<file path="src/rtl/com_uart_pkg.sv">
// Shared definitions for the UART transmit path.
//   tx_state_t  : frame controller state encoding
//   PARITY_*    : parity_mode encodings (2'b11 is treated as no parity)
//   STOP_*      : stop_bits encodings
//   has_parity  : true when a parity mode inserts a parity bit
package com_uart_pkg;

    typedef enum logic [2:0] {
        ST_IDLE   = 3'd0,
        ST_START  = 3'd1,
        ST_DATA   = 3'd2,
        ST_PARITY = 3'd3,
        ST_STOP   = 3'd4
    } tx_state_t;

    localparam logic [1:0] PARITY_NONE = 2'd0;
    localparam logic [1:0] PARITY_ODD  = 2'd1;
    localparam logic [1:0] PARITY_EVEN = 2'd2;

    localparam logic STOP_ONE = 1'b0;
    localparam logic STOP_TWO = 1'b1;

    function automatic logic has_parity(input logic [1:0] mode);
        return (mode == PARITY_ODD) || (mode == PARITY_EVEN);
    endfunction

endpackage

</file>
<file path="src/rtl/com_uart_trans_ctrl.sv">
// UART transmit frame controller.
// Pops words from a show-ahead TX FIFO and serialises each one as
// start / data (LSB first) / optional parity / 1 or 2 stop bits, advancing
// one bit per baud_tick.
// Ports:
//   clk, rst          : system clock, asynchronous active-high reset
//   tx_en             : allows new frames to start
//   parity_mode       : 00 none, 01 odd, 10 even, 11 none
//   stop_bits         : 0 one stop bit, 1 two stop bits
//   baud_tick         : one-cycle bit-period strobe from the baud timer
//   FIFO_empty        : TX FIFO empty flag
//   fifo_data         : FIFO head word (valid when !FIFO_empty)
//   fifo_rd           : one-cycle pop strobe
//   TX                : serial output, idle high
//   ctrl_idle_state   : high in IDLE
//   ctrl_stop_state   : high in STOP
//   tx_busy           : high outside IDLE
//   frame_done        : one-cycle pulse when a frame completes
module com_uart_trans_ctrl
    import com_uart_pkg::*;
#(
    parameter int DATA_WIDTH    = 8,
    parameter int BIT_CNT_WIDTH = $clog2(DATA_WIDTH)
) (
    input  logic                  clk,
    input  logic                  rst,
    input  logic                  tx_en,
    input  logic [1:0]            parity_mode,
    input  logic                  stop_bits,
    input  logic                  baud_tick,
    input  logic                  FIFO_empty,
    input  logic [DATA_WIDTH-1:0] fifo_data,
    output logic                  fifo_rd,
    output logic                  TX,
    output logic                  ctrl_idle_state,
    output logic                  ctrl_stop_state,
    output logic                  tx_busy,
    output logic                  frame_done
);

    localparam logic [BIT_CNT_WIDTH-1:0] LAST_BIT = BIT_CNT_WIDTH'(DATA_WIDTH - 1);

    tx_state_t               state;
    tx_state_t               state_nxt;
    logic [DATA_WIDTH-1:0]   shift_reg;
    logic [DATA_WIDTH-1:0]   data_cap;
    logic [BIT_CNT_WIDTH-1:0] bit_cnt;
    logic                    stop_cnt;
    logic [1:0]              cfg_parity;
    logic                    cfg_stop;
    logic                    can_load;
    logic                    load;
    logic                    last_stop;

    // State register
    always_ff @(posedge clk or posedge rst) begin
        if (rst) begin
            state <= ST_IDLE;
        end else begin
            state <= state_nxt;
        end
    end

    // Next-state logic; load/last_stop mark the two load decision points
    always_comb begin
        state_nxt = state;
        load      = 1'b0;
        last_stop = 1'b0;
        can_load  = tx_en & ~FIFO_empty;
        case (state)
            ST_IDLE: begin
                if (can_load) begin
                    load      = 1'b1;
                    state_nxt = ST_START;
                end
            end
            ST_START: begin
                if (baud_tick) begin
                    state_nxt = ST_DATA;
                end
            end
            ST_DATA: begin
                if (baud_tick && (bit_cnt == LAST_BIT)) begin
                    state_nxt = has_parity(cfg_parity) ? ST_PARITY : ST_STOP;
                end
            end
            ST_PARITY: begin
                if (baud_tick) begin
                    state_nxt = ST_STOP;
                end
            end
            ST_STOP: begin
                // stop_cnt is set after the first of two stop ticks
                if (baud_tick && ((cfg_stop == STOP_ONE) || stop_cnt)) begin
                    last_stop = 1'b1;
                    if (can_load) begin
                        load      = 1'b1;
                        state_nxt = ST_START;
                    end else begin
                        state_nxt = ST_IDLE;
                    end
                end
            end
            default: state_nxt = ST_IDLE;
        endcase
    end

    // Datapath: shift register, captured word, counters, frame config, strobes
    always_ff @(posedge clk or posedge rst) begin
        if (rst) begin
            shift_reg  <= '0;
            data_cap   <= '0;
            bit_cnt    <= '0;
            stop_cnt   <= 1'b0;
            cfg_parity <= PARITY_NONE;
            cfg_stop   <= STOP_ONE;
            fifo_rd    <= 1'b0;
            frame_done <= 1'b0;
        end else begin
            fifo_rd    <= load;
            frame_done <= last_stop;

            if (load) begin
                shift_reg  <= fifo_data;
                data_cap   <= fifo_data;
                cfg_parity <= parity_mode;
                cfg_stop   <= stop_bits;
            end else if ((state == ST_DATA) && baud_tick) begin
                shift_reg <= shift_reg >> 1;
            end

            if ((state == ST_START) && baud_tick) begin
                bit_cnt <= '0;
            end else if ((state == ST_DATA) && baud_tick) begin
                bit_cnt <= bit_cnt + 1'b1;
            end

            // Cleared on the final stop tick so the next STOP entry starts at 0
            if ((state == ST_STOP) && baud_tick) begin
                stop_cnt <= ~last_stop;
            end
        end
    end

    // Outputs decoded from registered state only
    always_comb begin
        TX              = 1'b1;
        ctrl_idle_state = (state == ST_IDLE);
        ctrl_stop_state = (state == ST_STOP);
        tx_busy         = (state != ST_IDLE);
        case (state)
            ST_START:  TX = 1'b0;
            ST_DATA:   TX = shift_reg[0];
            ST_PARITY: TX = (cfg_parity == PARITY_EVEN) ? ^data_cap : ~^data_cap;
            default:   TX = 1'b1;
        endcase
    end

endmodule

</file>
<file path="config.mk">
export PLATFORM = sky130hd
export DESIGN_NAME = com_uart_trans_ctrl
export DESIGN_NICKNAME = d
export VERILOG_FILES = /design/src/rtl/com_uart_pkg.sv /design/src/rtl/com_uart_trans_ctrl.sv
export SDC_FILE = /design/constraint.sdc
export NUM_CORES = 1
export LEC_CHECK = 0
export BUFFER_PORTS_ARGS = -buffer_cell sky130_fd_sc_hd__buf_2
export CAP_MARGIN = 40
export CORE_ASPECT_RATIO = 1.5
export CORE_MARGIN = 2
export CORE_UTILIZATION = 59
export DETAILED_ROUTE_END_ITERATION = 16
export PLACE_DENSITY_LB_ADDON = 0.1
export SLEW_MARGIN = 10
export SYNTH_ARGS = -nofsm -noshare
export SYNTH_HDL_FRONTEND = slang
export SYNTH_SLANG_ARGS = --single-unit
export TNS_END_PERCENT = 5
</file>
<file path="constraint.sdc">
create_clock -name clk -period 2.02 [get_ports clk]
set_input_delay 0.303 -clock clk [delete_from_list [all_inputs] [get_ports clk]]
set_output_delay 0.303 -clock clk [all_outputs]
set_load 0.03 [all_outputs]
</file>
# Yosys cells after proc, flatten, opt, wreduce, memory -nomap -nowiden
# Index checks and enable logic that the tools add are counted.
# W data, S select, Z words.
# totals
elab_cells	59
ff_bits	28
in_bits	16
out_inout_bits	6
# op_classes
n_bitwise	4
reduce_logical	14
n_mux	19
n_eq_ne	12
n_addsub	1
# op_table
cell	count
$mux W3	8
$mux W8	2
$pmux W3 S5	1
$reduce_xnor A8 Y1	1
$reduce_xor A8 Y1	1
$eq A3 B2 Y1 const B	2
$eq A3 B3 Y1 const B	2
$mux W1	6
$ne A2 B2 Y1 const B	3
$logic_and A1 B1 Y1	5
$reduce_and A5 Y1	1
$ne A2 B1 Y1 const B	2
$reduce_bool A2 Y1	2
$add A3 B1 Y3 const B	1
$eq A3 B1 Y1 const B	1
$logic_not A3 Y1	1
$not A1 Y1	3
$pmux W1 S3	1
$reduce_bool A3 Y1	1
$eq A2 B1 Y1 const B	1
$eq A2 B2 Y1 const B	1
$logic_or A1 B1 Y1	2
$pmux W1 S2	1
$and A1 B1 Y1	1

# Longest topological paths before layout
# Gate-level depths: netlist of run 1.
# logic_depth
ltp_word	6
ltp_mapped	6
mapped_depth_nobuf	6

# Worst setup path before layout of run 1
# No wires, ideal clock.
# synth_path
path_type	flip-flop to output port
from	register cfg_parity[1]
to	output TX
arrival_time_ns	1.482
slack_ns	0.235
stages_incl_launch_ff	5
t_required_ns	1.717
path_buffers	0
path_cell_list	dfrtp_1 ha_1 xnor2_1 xnor3_1 o211ai_1
# synth_via
elab_chain_len	3
# synth_rtl
element	line_no	text
start, declared	com_uart_trans_ctrl.sv:49	logic [1:0] cfg_parity;
start signal, assigned	com_uart_trans_ctrl.sv:126	cfg_parity <= parity_mode;
$eq A2 B2 Y1	com_uart_trans_ctrl.sv:154	ST_PARITY: TX = (cfg_parity == PARITY_EVEN) ? ^data_cap : ~^data_cap;
$mux W1	com_uart_trans_ctrl.sv:154	
$pmux W1 S3	com_uart_trans_ctrl.sv:151	case (state)
end, declared	com_uart_trans_ctrl.sv:34	output logic TX,
# No other way between the ends.

# Worst setup path in the final report of run 1
# layout_path
from	register data_cap[5]
to	output TX
# layout_via
elab_chain_len	3
elab_cells_between_ends	4
cone_classes	mux: 2; reduce/logical: 2
# layout_rtl
element	line_no	text
start, declared	com_uart_trans_ctrl.sv:46	logic [DATA_WIDTH-1:0] data_cap;
start signal, assigned	com_uart_trans_ctrl.sv:125	data_cap <= fifo_data;
$reduce_xnor A8 Y1 or $reduce_xor A8 Y1 (tied branches)	com_uart_trans_ctrl.sv:154	
$mux W1 (*)	com_uart_trans_ctrl.sv:154	
$pmux W1 S3 (*)	com_uart_trans_ctrl.sv:151	
# Mark *: on every way between the ends. The rest lies on a longest branch, timed or not.

==> impl_metrics.tcl, run 1 <==
set metrics [dict create \
    rows 21 \
    synthTopCellsByCount "28 x dfrtp_1, 15 x o21ai_0, 14 x inv_1, 9 x nand3_1" \
    worstMarginPinSlew_ns 0.471 \
    syn_area_mm2 0.00140 \
    ctsLongestPathBuffers 2 \
    period_needed_ns 2.09 \
    num_vias 1012 \
    p_int_mw 1.41 \
    post-route-period-util_pct 104 \
    max_slew_margin_pct 68.6 \
    setup_ws_ns -0.0721 \
    ff2ff_path_depth 4 \
    met3RoutedLength_um 66 \
    drive_above_1_share_pct 24.2 \
    avgSynthCellArea_um2 10.6 \
    wirelength_mm 2.72 \
    highest-signal-layer "met4" \
    required_ns 1.72 \
    gr-total-overflow 0 \
    ys_top_cells_by_area "dfrtp_1 50%, o21ai_0 5.4%, mux2i_1 4.3%" \
    post-route-util_pct 69.2 \
    seq_area_frac_synth_pct 50.1 \
    cp.arrival_ns 1.79 \
    root_buffer "clkbuf_4" \
    gp_congestion 0.788 \
    die_h_um 63.6 \
    async_flop_share_pct 100 \
    grt_pass1_wl_mm 4.68 \
    synth_warnings 0 \
    slowest_delay_ns 0.44 \
    hold_path_class "input pin to async pin" \
    run_status "complete, but fails checks" \
    power_density_mw_per_mm2 1490 \
    dp.cells 173 \
    instances_no_fill 176 \
    first_iter_violations 30 \
    pwr-share-seq_pct 42.7 \
    ir_drop_mv 0.967 \
    slew_viol_final 0 \
    combinationalPowerShare_pct 47.6 \
    end_kind "output port" \
    clk_latency_ns 0.32 \
    hold_viol 0 \
    syn_inst 132 \
    die-area_mm2 0.00278 \
    first_global_vias 1034 \
    switchingPower_mw 0.892 \
    cts_tree "built" \
    drt-met1-wl_mm 1.16 \
    grt_max_degree 29 \
    pwr-share-clk_pct 9.7 \
    yosys.area.top_type "dfrtp_1" \
    crit_type "flop to output port" \
    antenna_found_initial 0 \
    core_mm2 0.00223 \
    drtAntennaViolNets 0 \
    cp-start-kind "flop" \
    met2WireLength_mm 1.47 \
    antenna_cells 0 \
    crit_slowest_cell "xnor3_1" \
    drc_errors 0 \
    syn_nets 151 \
    ys_ff_latch 28 \
    yosysUniqueCellTypes 31 \
    p_leak_nw 0.772 \
    avgRoutedWirePerCell_um 15.4 \
    cts.sinks 28 \
    violations "setup timing" \
    crit_fanout 2 \
    rsz0062_at_grt "yes" \
    numCtsBuffers 3 \
    setup_violations 1 \
    path_cells "xnor2_1, xnor3_1, o211ai_1, buf_4" \
    dpl.hpwl_mm 1.96 \
    tns_ns -0.0721 \
    maxCapViolations 0 \
    io_buffers 21 \
    r2r_start "state[0]$_DFFE_PP0P_" \
    path_clk_slew_ns 0.14 \
    synth_edf_count 0 \
    die_w_um 43.7 \
    htreeDepth 1 \
    n_fill_cell 176 \
    r2r_slack_ns 0.25 \
    layout.nets 174 \
    drtPass1Iterations 4 \
    synthToLayoutAreaGrowth_pct 10.7 \
    cts_hold_buf 0 \
    grt_usage_pct 22.4 \
    synth_ff_type "dfrtp_1" \
    clock.fmax_mhz 478 \
    fin_skew_ns 0.00457 \
    yosysMostFrequentCell "dfrtp_1" \
    r2r_end "data_cap[5]$_DFFE_PP0P_" \
    yosysTopAreaCellShare_pct 50.1 \
    switching_share_pct 38.8 \
    start_util_pct 62.6 \
    vias_per_cell 5.75 \
    pin_count 22 \
]
-- cell usage in the layout (no fill, tap or decap), types with 2 or more instances in the layout --
cell type,netlist,layout
mux2_2,2,2
xnor3_1,2,2
buf_4,0,6
xnor2_1,3,3
inv_1,14,13
clkbuf_4,0,3
mux2_4,2,2
a21o_1,2,2
nor3_1,2,2
dfrtp_1,28,28
a21oi_1,3,3
o21ai_0,15,15
mux2i_1,6,6
buf_2,4,20
nand3_1,9,9
o21ai_1,4,4
or3_1,2,2
nor2_1,6,6
o211ai_1,2,2
nand2_1,4,4
ha_1,3,2
a22o_1,5,5
and2_1,2,2
-- layout make-up --
| cell class | instances | area, um2 | share of cell area (%) |
|---|---|---|---|
| Multi-Input combinational cell | 82 | 597 | 38.6 |
| Inverter | 14 | 52.6 | 3.40 |
| Tap cell | 23 | 28.8 | 1.86 |
| Sequential cell | 28 | 701 | 45.3 |
| Clock buffer | 3 | 22.5 | 1.46 |
| Timing Repair Buffer | 26 | 145 | 9.39 |
-- worst max path at each step --
stage          slack (ns)                       to  cells past startpoint                       from
3_3_place_gp         0.31                       TX                      5  cfg_parity[1]$_DFFE_PP0P_
6_report            -0.07                       TX                      4    data_cap[5]$_DFFE_PP0P_
5_1_grt             -0.16                       TX                      4    data_cap[5]$_DFFE_PP0P_
3_5_place_dp         0.25  data_cap[5]$_DFFE_PP0P_                      4       state[0]$_DFFE_PP0P_
4_1_cts             -0.07                       TX                      4    data_cap[5]$_DFFE_PP0P_
2_1_floorplan        0.24                       TX                      4  cfg_parity[1]$_DFFE_PP0P_
-- per-stage QoR --
stage | power (mW) | hold WS, ns | cell area (um2) | worst slack, ns
6_report | 2.30 | 0.00874 | 1550 | -0.0721
3_5_place_dp | 2.06 | 0.384 | 1520 | 0.253
4_1_cts | 2.32 | 0.0218 | 1550 | -0.0741
3_3_place_gp | 2.02 | 0.383 | 1520 | 0.314
2_1_floorplan | 1.81 | 0.368 | 1400 | 0.235
5_1_grt | 2.49 | 0.0379 | 1550 | -0.162
-- cells by family after synthesis --
family / synth area share (%)
adder cells (fa/ha/maj): 2.69
flip-flops: 50.1
buffers and inverters: 7.34
multiplexers: 8.06
XOR/XNOR: 5.10
AND/OR/NAND/NOR: 12.4
AO/OA/AOI/OAI: 14.2
-- power groups by stage --
stage | sequential, mW | clock (mW) | combinational [mW]
final | 0.982 | 0.224 | 1.10
after global routing | 1.01 | 0.251 | 1.23
after CTS | 0.981 | 0.226 | 1.11
after detailed placement | 0.991 | 0 | 1.07
after global placement | 0.974 | 0 | 1.05
after floorplan | 0.933 | 0 | 0.881
-- layer usage --
| metal | up-vias | global-route usage, % |
|---|---|---|
| met4 | 0 | 8.33 |
| met1 | 499 | 29.0 |
| met5 | - | 0 |
| met3 | 2 | 2.58 |
| li1 | 497 | - |
| met2 | 14 | 37.5 |
-- worst max-delay path, delay by kind of cell, from the launching register on --
| family | cells | cell delay, ns |
|---|---|---|
| compound gates | 1 | 0.25 |
| xor+xnor | 2 | 0.60 |
| flops | 1 | 0.41 |
| buf+inv | 1 | 0.21 |
-- timing repair --
item,CTS,global route
buffers inserted,0,0
pin swaps,2,0
gates resized for setup,3,0
setup endpoints to repair,1,1
Power figures use the tool's default switching activity.
==> run 2: changes to the inputs <==
==> constraint.sdc (replaced) <==
create_clock -name clk -period 2.02 [get_ports clk]
set_input_delay 0.303 -clock clk [delete_from_list [all_inputs] [get_ports clk]]
set_output_delay 0.303 -clock clk [all_outputs]
set_load 0.005 [all_outputs]
==> run 2 against run 1 <==
Highest routed layer unchanged. Core utilization rose by 0.22 points. Combinational power fell by 10%. Largest cell class unchanged. Flip-flop and latch count unchanged. The flow now finishes without violations. Power shrank 4.9%.
==> impl_metrics.tcl, run 2 (synthesis gave the netlist of run 1 again) <==
set metrics [dict create \
    hold_viol 0 \
    switchingPower_mw 0.776 \
    instances_no_fill 176 \
    gr-total-overflow 0 \
    antenna_cells 0 \
    p_int_mw 1.41 \
    maxCapViolations 0 \
    avgRoutedWirePerCell_um 14.3 \
    period_needed_ns 1.99 \
    drive_above_1_share_pct 24.8 \
    core_mm2 0.00223 \
    grt_use_met1_pct 23.9 \
    cts_hold_buf 0 \
    num_vias 990 \
    first_iter_violations 26 \
    p_leak_nw 0.775 \
    rsz0062_at_grt "yes" \
    met3_usage_pct 2.58 \
    ctsLongestPathBuffers 2 \
    pwr-share-clk_pct 10.0 \
    pwr-share-seq_pct 44.8 \
    vias_per_cell 5.63 \
    end_kind "output port" \
    htreeDepth 1 \
    synthToLayoutAreaGrowth_pct 11.0 \
    gp_congestion 0.762 \
    n_fill_cell 180 \
    drc_errors 0 \
    dp.cells 173 \
    ir_drop_mv 0.917 \
    dpl.hpwl_mm 1.91 \
    clk_latency_ns 0.32 \
    combinationalPowerShare_pct 45.2 \
    hold_path_class "input pin to async pin" \
    root_buffer "clkbuf_4" \
    grt_pass1_wl_mm 4.25 \
    io_buffers 21 \
    fin_skew_ns 0.00368 \
    seqCellArea_um2 701 \
    holdWs_ns 0.0107 \
    path_clk_slew_ns 0.13 \
    crit_type "flop to output port" \
    rows 21 \
    clock.fmax_mhz 503 \
    grt.busiest_layer "met2" \
    slew_viol_final 0 \
    grt_usage_pct 20.6 \
    post-route-period-util_pct 98.5 \
    tns_ns 0 \
    postLayoutCellArea_mm2 0.00155 \
    wirelength_mm 2.51 \
    worstMarginPinSlew_ns 0.413 \
    required_ns 1.72 \
    die_w_um 43.7 \
    first_global_vias 989 \
    run_status "finished clean" \
    start_util_pct 62.6 \
    cp.arrival_ns 1.69 \
    switching_share_pct 35.4 \
    numCtsBuffers 3 \
    max_slew_margin_pct 72.5 \
    drtPass1Iterations 4 \
    grt_use_met2_pct 35.7 \
    final_common_cell "dfrtp_1" \
    pin_count 22 \
    final_cell_mix "28 x dfrtp_1, 21 x buf_2, 15 x o21ai_0" \
    antenna_found_initial 0 \
    drtAntennaViolNets 0 \
    multi_input_area_um2 604 \
    cts_tree "built" \
    placed_area_mm2 0.00152 \
    crit_fanout 2 \
    layout.nets 174 \
    setup_violations 0 \
    cts.sinks 28 \
    die-area_mm2 0.00278 \
    power_density_mw_per_mm2 1410 \
    finalPower_mw 2.19 \
    die_h_um 63.6 \
    grt_max_degree 29 \
    cp-start-kind "flop" \
]
[run 2: final cells by class]
type,instances,area share (%)
timing repair buffer,26,9.19
multi-input combinational,82,39.0
clock buffer,3,1.45
inverter,14,3.39
tap,23,1.85
sequential,28,45.2
[run 2: critical path, stage by stage (launching register included)]
cell and delay (ns):
dfrtp_1 0.40, inv_2 0.06, ha_2 0.19, xnor2_2 0.11, xnor3_1 0.27, o211ai_1 0.19
buf_2 0.14
[run 2: power groups by stage]
stage	logic [mW]	registers, mW	clock network, mW
after floorplan	0.790	0.924	0
after global placement	0.938	0.977	0
after detailed placement	0.959	0.988	0
after CTS	0.979	0.981	0.224
after global routing	1.09	1.02	0.248
final	0.990	0.981	0.219
[run 2: worst paths after layout]
check                                           from                       end  slack, ns  cells past startpoint
min in group clk                           stop_bits      cfg_stop$_DFFE_PP0P_       0.21                      2
max reg2reg                     state[0]$_DFFE_PP0P_  shift_reg[5]$_DFFE_PP0P_       0.37                      4
min                                              rst   data_cap[6]$_DFFE_PP0P_       0.01                      3
max                        cfg_parity[0]$_DFFE_PP0P_                        TX       0.03                      6
min reg2reg                     stop_cnt$_DFFE_PP0P_      stop_cnt$_DFFE_PP0P_       0.53                      1
max in group asynchronous                        rst  shift_reg[4]$_DFFE_PP0P_       1.75                      3
[run 2: routing by layer]
metal  vias up  part of all wire, %  wire [um]
met2        19                   52       1320
met5         -                    0          0
met3         7                  3.1         78
li1        495                    -          -
met1       469                   42       1040
met4         0                  2.8         71
[run 2: stage by stage]
step	setup WS [ns]	utilization [%]
floorplan	0.578	-
global placement	0.378	68.0
detailed placement	0.361	68.0
CTS	0.000158	69.1
global route	-0.0526	69.5
finish	0.0305	69.5
[run 2: timing repair]
item / 4_1_cts / 5_1_grt
pin swaps: 2 / 1
setup endpoints to repair: 1 / 1
resized for setup: 2 / 1
buffers inserted: 0 / 0
gates cloned: 0 / 0
==> run 3: changes to the inputs <==
--- a/config.mk
+++ b/config.mk
@@ -8,7 +8,6 @@
 export BUFFER_PORTS_ARGS = -buffer_cell sky130_fd_sc_hd__buf_2
 export CAP_MARGIN = 40
 export CORE_ASPECT_RATIO = 1.5
-export CORE_MARGIN = 2
 export CORE_UTILIZATION = 59
 export DETAILED_ROUTE_END_ITERATION = 16
 export PLACE_DENSITY_LB_ADDON = 0.1
==> run 3 against run 2 <==
The run now ends with setup timing left. First-iteration DRC count shrank 73%. Fmax fell by 2.0%. Power up 0.90%. Combinational power up 4%. Sequential share of layout area decreased by 0.15 points. Highest routed layer unchanged.
==> impl_metrics.tcl, run 3 (synthesis gave the netlist of run 1 again) <==
set metrics [dict create \
    post_cts_buffers 0 \
    rsz0062_at_grt "yes" \
    die-area_mm2 0.00257 \
    core_mm2 0.00223 \
    crit_type "flop to output port" \
    run_status "complete, but fails checks" \
    met3_usage_pct 2.93 \
    post-route-util_pct 69.7 \
    drtPass1Iterations 5 \
    path_clk_slew_ns 0.14 \
    antenna_cells 0 \
    ff2ff_path_depth 5 \
    required_ns 1.72 \
    seqCellArea_um2 701 \
    crit_slowest_cell "dfrtp_1" \
    pre_cts_ws_ns 0.349 \
    power_density_mw_per_mm2 1420 \
    path_buf_inv 2 \
    htreeDepth 1 \
    avgRoutedWirePerCell_um 14.7 \
    wirelength_mm 2.61 \
    cp.arrival_ns 1.73 \
    grt_pass1_wl_mm 4.18 \
    grt_usage_pct 21.9 \
    antenna_found_initial 0 \
    n_fill_cell 179 \
    post-route-period-util_pct 100 \
    rows 21 \
    max_slew_margin_pct 74.6 \
    hold_path_class "input pin to async pin" \
    r2r_start "cfg_stop$_DFFE_PP0P_" \
    num_vias 1035 \
    die_h_um 61.6 \
    first_global_vias 983 \
    grt.busiest_layer "met2" \
    grt_use_met1_pct 26.1 \
    cp-start-kind "flop" \
    violations "setup timing" \
    numCtsBuffers 3 \
    synthToLayoutAreaGrowth_pct 11.4 \
    io_buffers 21 \
    dpl.hpwl_mm 1.92 \
    die_w_um 41.7 \
    ctsLongestPathBuffers 2 \
    grt_max_degree 29 \
    instances_no_fill 177 \
    dp.cells 174 \
    layout.nets 175 \
    clock.fmax_mhz 493 \
    clk_latency_ns 0.33 \
    vias_per_cell 5.85 \
    slew_viol_final 0 \
    worstMarginPinSlew_ns 0.382 \
    start_util_pct 62.6 \
    crit_cells 6 \
    r2r_end "data_cap[0]$_DFFE_PP0P_" \
    period_needed_ns 2.03 \
    grt_use_met2_pct 38.6 \
    p_leak_nw 0.782 \
    hold_viol 0 \
    drc_errors 0 \
    final_cell_mix "28 x dfrtp_1, 21 x buf_2, 15 x o21ai_0" \
    maxCapViolations 0 \
    gp_congestion 0.802 \
    cts_tree "built" \
    gr-total-overflow 0 \
    pin_count 22 \
    ir_drop_mv 0.830 \
    r2r_slack_ns 0.38 \
    crit_family "XOR/XNOR gates" \
    crit_fanout 2 \
    drtAntennaViolNets 0 \
    final_common_cell "dfrtp_1" \
    drive_above_1_share_pct 24.0 \
    multi_input_area_um2 602 \
    first_iter_violations 7 \
    setup_violations 1 \
    slowest_delay_ns 0.38 \
    setup_ws_ns -0.00977 \
    path_cells "inv_1, ha_1, xnor2_2, xnor3_1, o211ai_1, buf_2" \
    fin_skew_ns 0.0103 \
    cts.sinks 28 \
    root_buffer "clkbuf_4" \
    end_kind "output port" \
]
-- run 3: worst max path at each step --
| stage | endpoint | slack [ns] | startpoint |
|---|---|---|---|
| floorplan | TX | 0.58 | cfg_parity[1]$_DFFE_PP0P_ |
| global placement | TX | 0.40 | cfg_parity[1]$_DFFE_PP0P_ |
| detailed placement | TX | 0.35 | cfg_parity[1]$_DFFE_PP0P_ |
| CTS | TX | 0.0007 | cfg_parity[1]$_DFFE_PP0P_ |
| global route | TX | -0.08 | data_cap[6]$_DFFE_PP0P_ |
| finish | TX | -0.01 | cfg_parity[0]$_DFFE_PP0P_ |
-- run 3: cell type report --
class | instances | share of cell area [%]
flip-flops and latches | 28 | 45.0
well taps | 23 | 1.85
inverters | 14 | 3.38
repair buffers | 27 | 9.65
multi-input cells | 82 | 38.7
clock buffers | 3 | 1.45
-- run 3: timing repair --
action | in CTS | in global routing
endpoints found under the setup margin | 1 | 1
pin swaps | 2 | 1
gates cloned | 0 | 0
hold buffers | 0 | 0
gates resized for setup | 0 | 1
endpoints found under the hold margin | 0 | 0
-- run 3: through the flow --
step | TNS, ns | total power, mW | hold WS (ns) | instance area (um2)
after global routing | -0.0838 | 2.38 | 0.0197 | 1560
after global placement | 0 | 1.93 | 0.379 | 1530
after floorplan | 0 | 1.71 | 0.368 | 1400
after CTS | 0 | 2.20 | 0.0134 | 1550
final | -0.00977 | 2.21 | 0.0106 | 1560
after detailed placement | 0 | 1.98 | 0.384 | 1530
-- run 3: routing by layer --
layer / part of all wire (%) / vias to the layer above
li1: - / 499
met1: 43 / 504
met2: 51 / 23
met3: 3.0 / 9
met4: 2.8 / 0
met5: 0 / -
-- run 3: power breakdown --
part / internal, mW / switching, mW
clock network: 0.0701 / 0.154
logic: 0.550 / 0.477
registers: 0.796 / 0.163
-- run 3: worst register-to-register path: cells and delay by family, from the launching register on --
kind	cells	cell delay, ns
compound gates	2	0.29
buf+inv	1	0.24
flops	1	0.42
simple gates	2	0.58
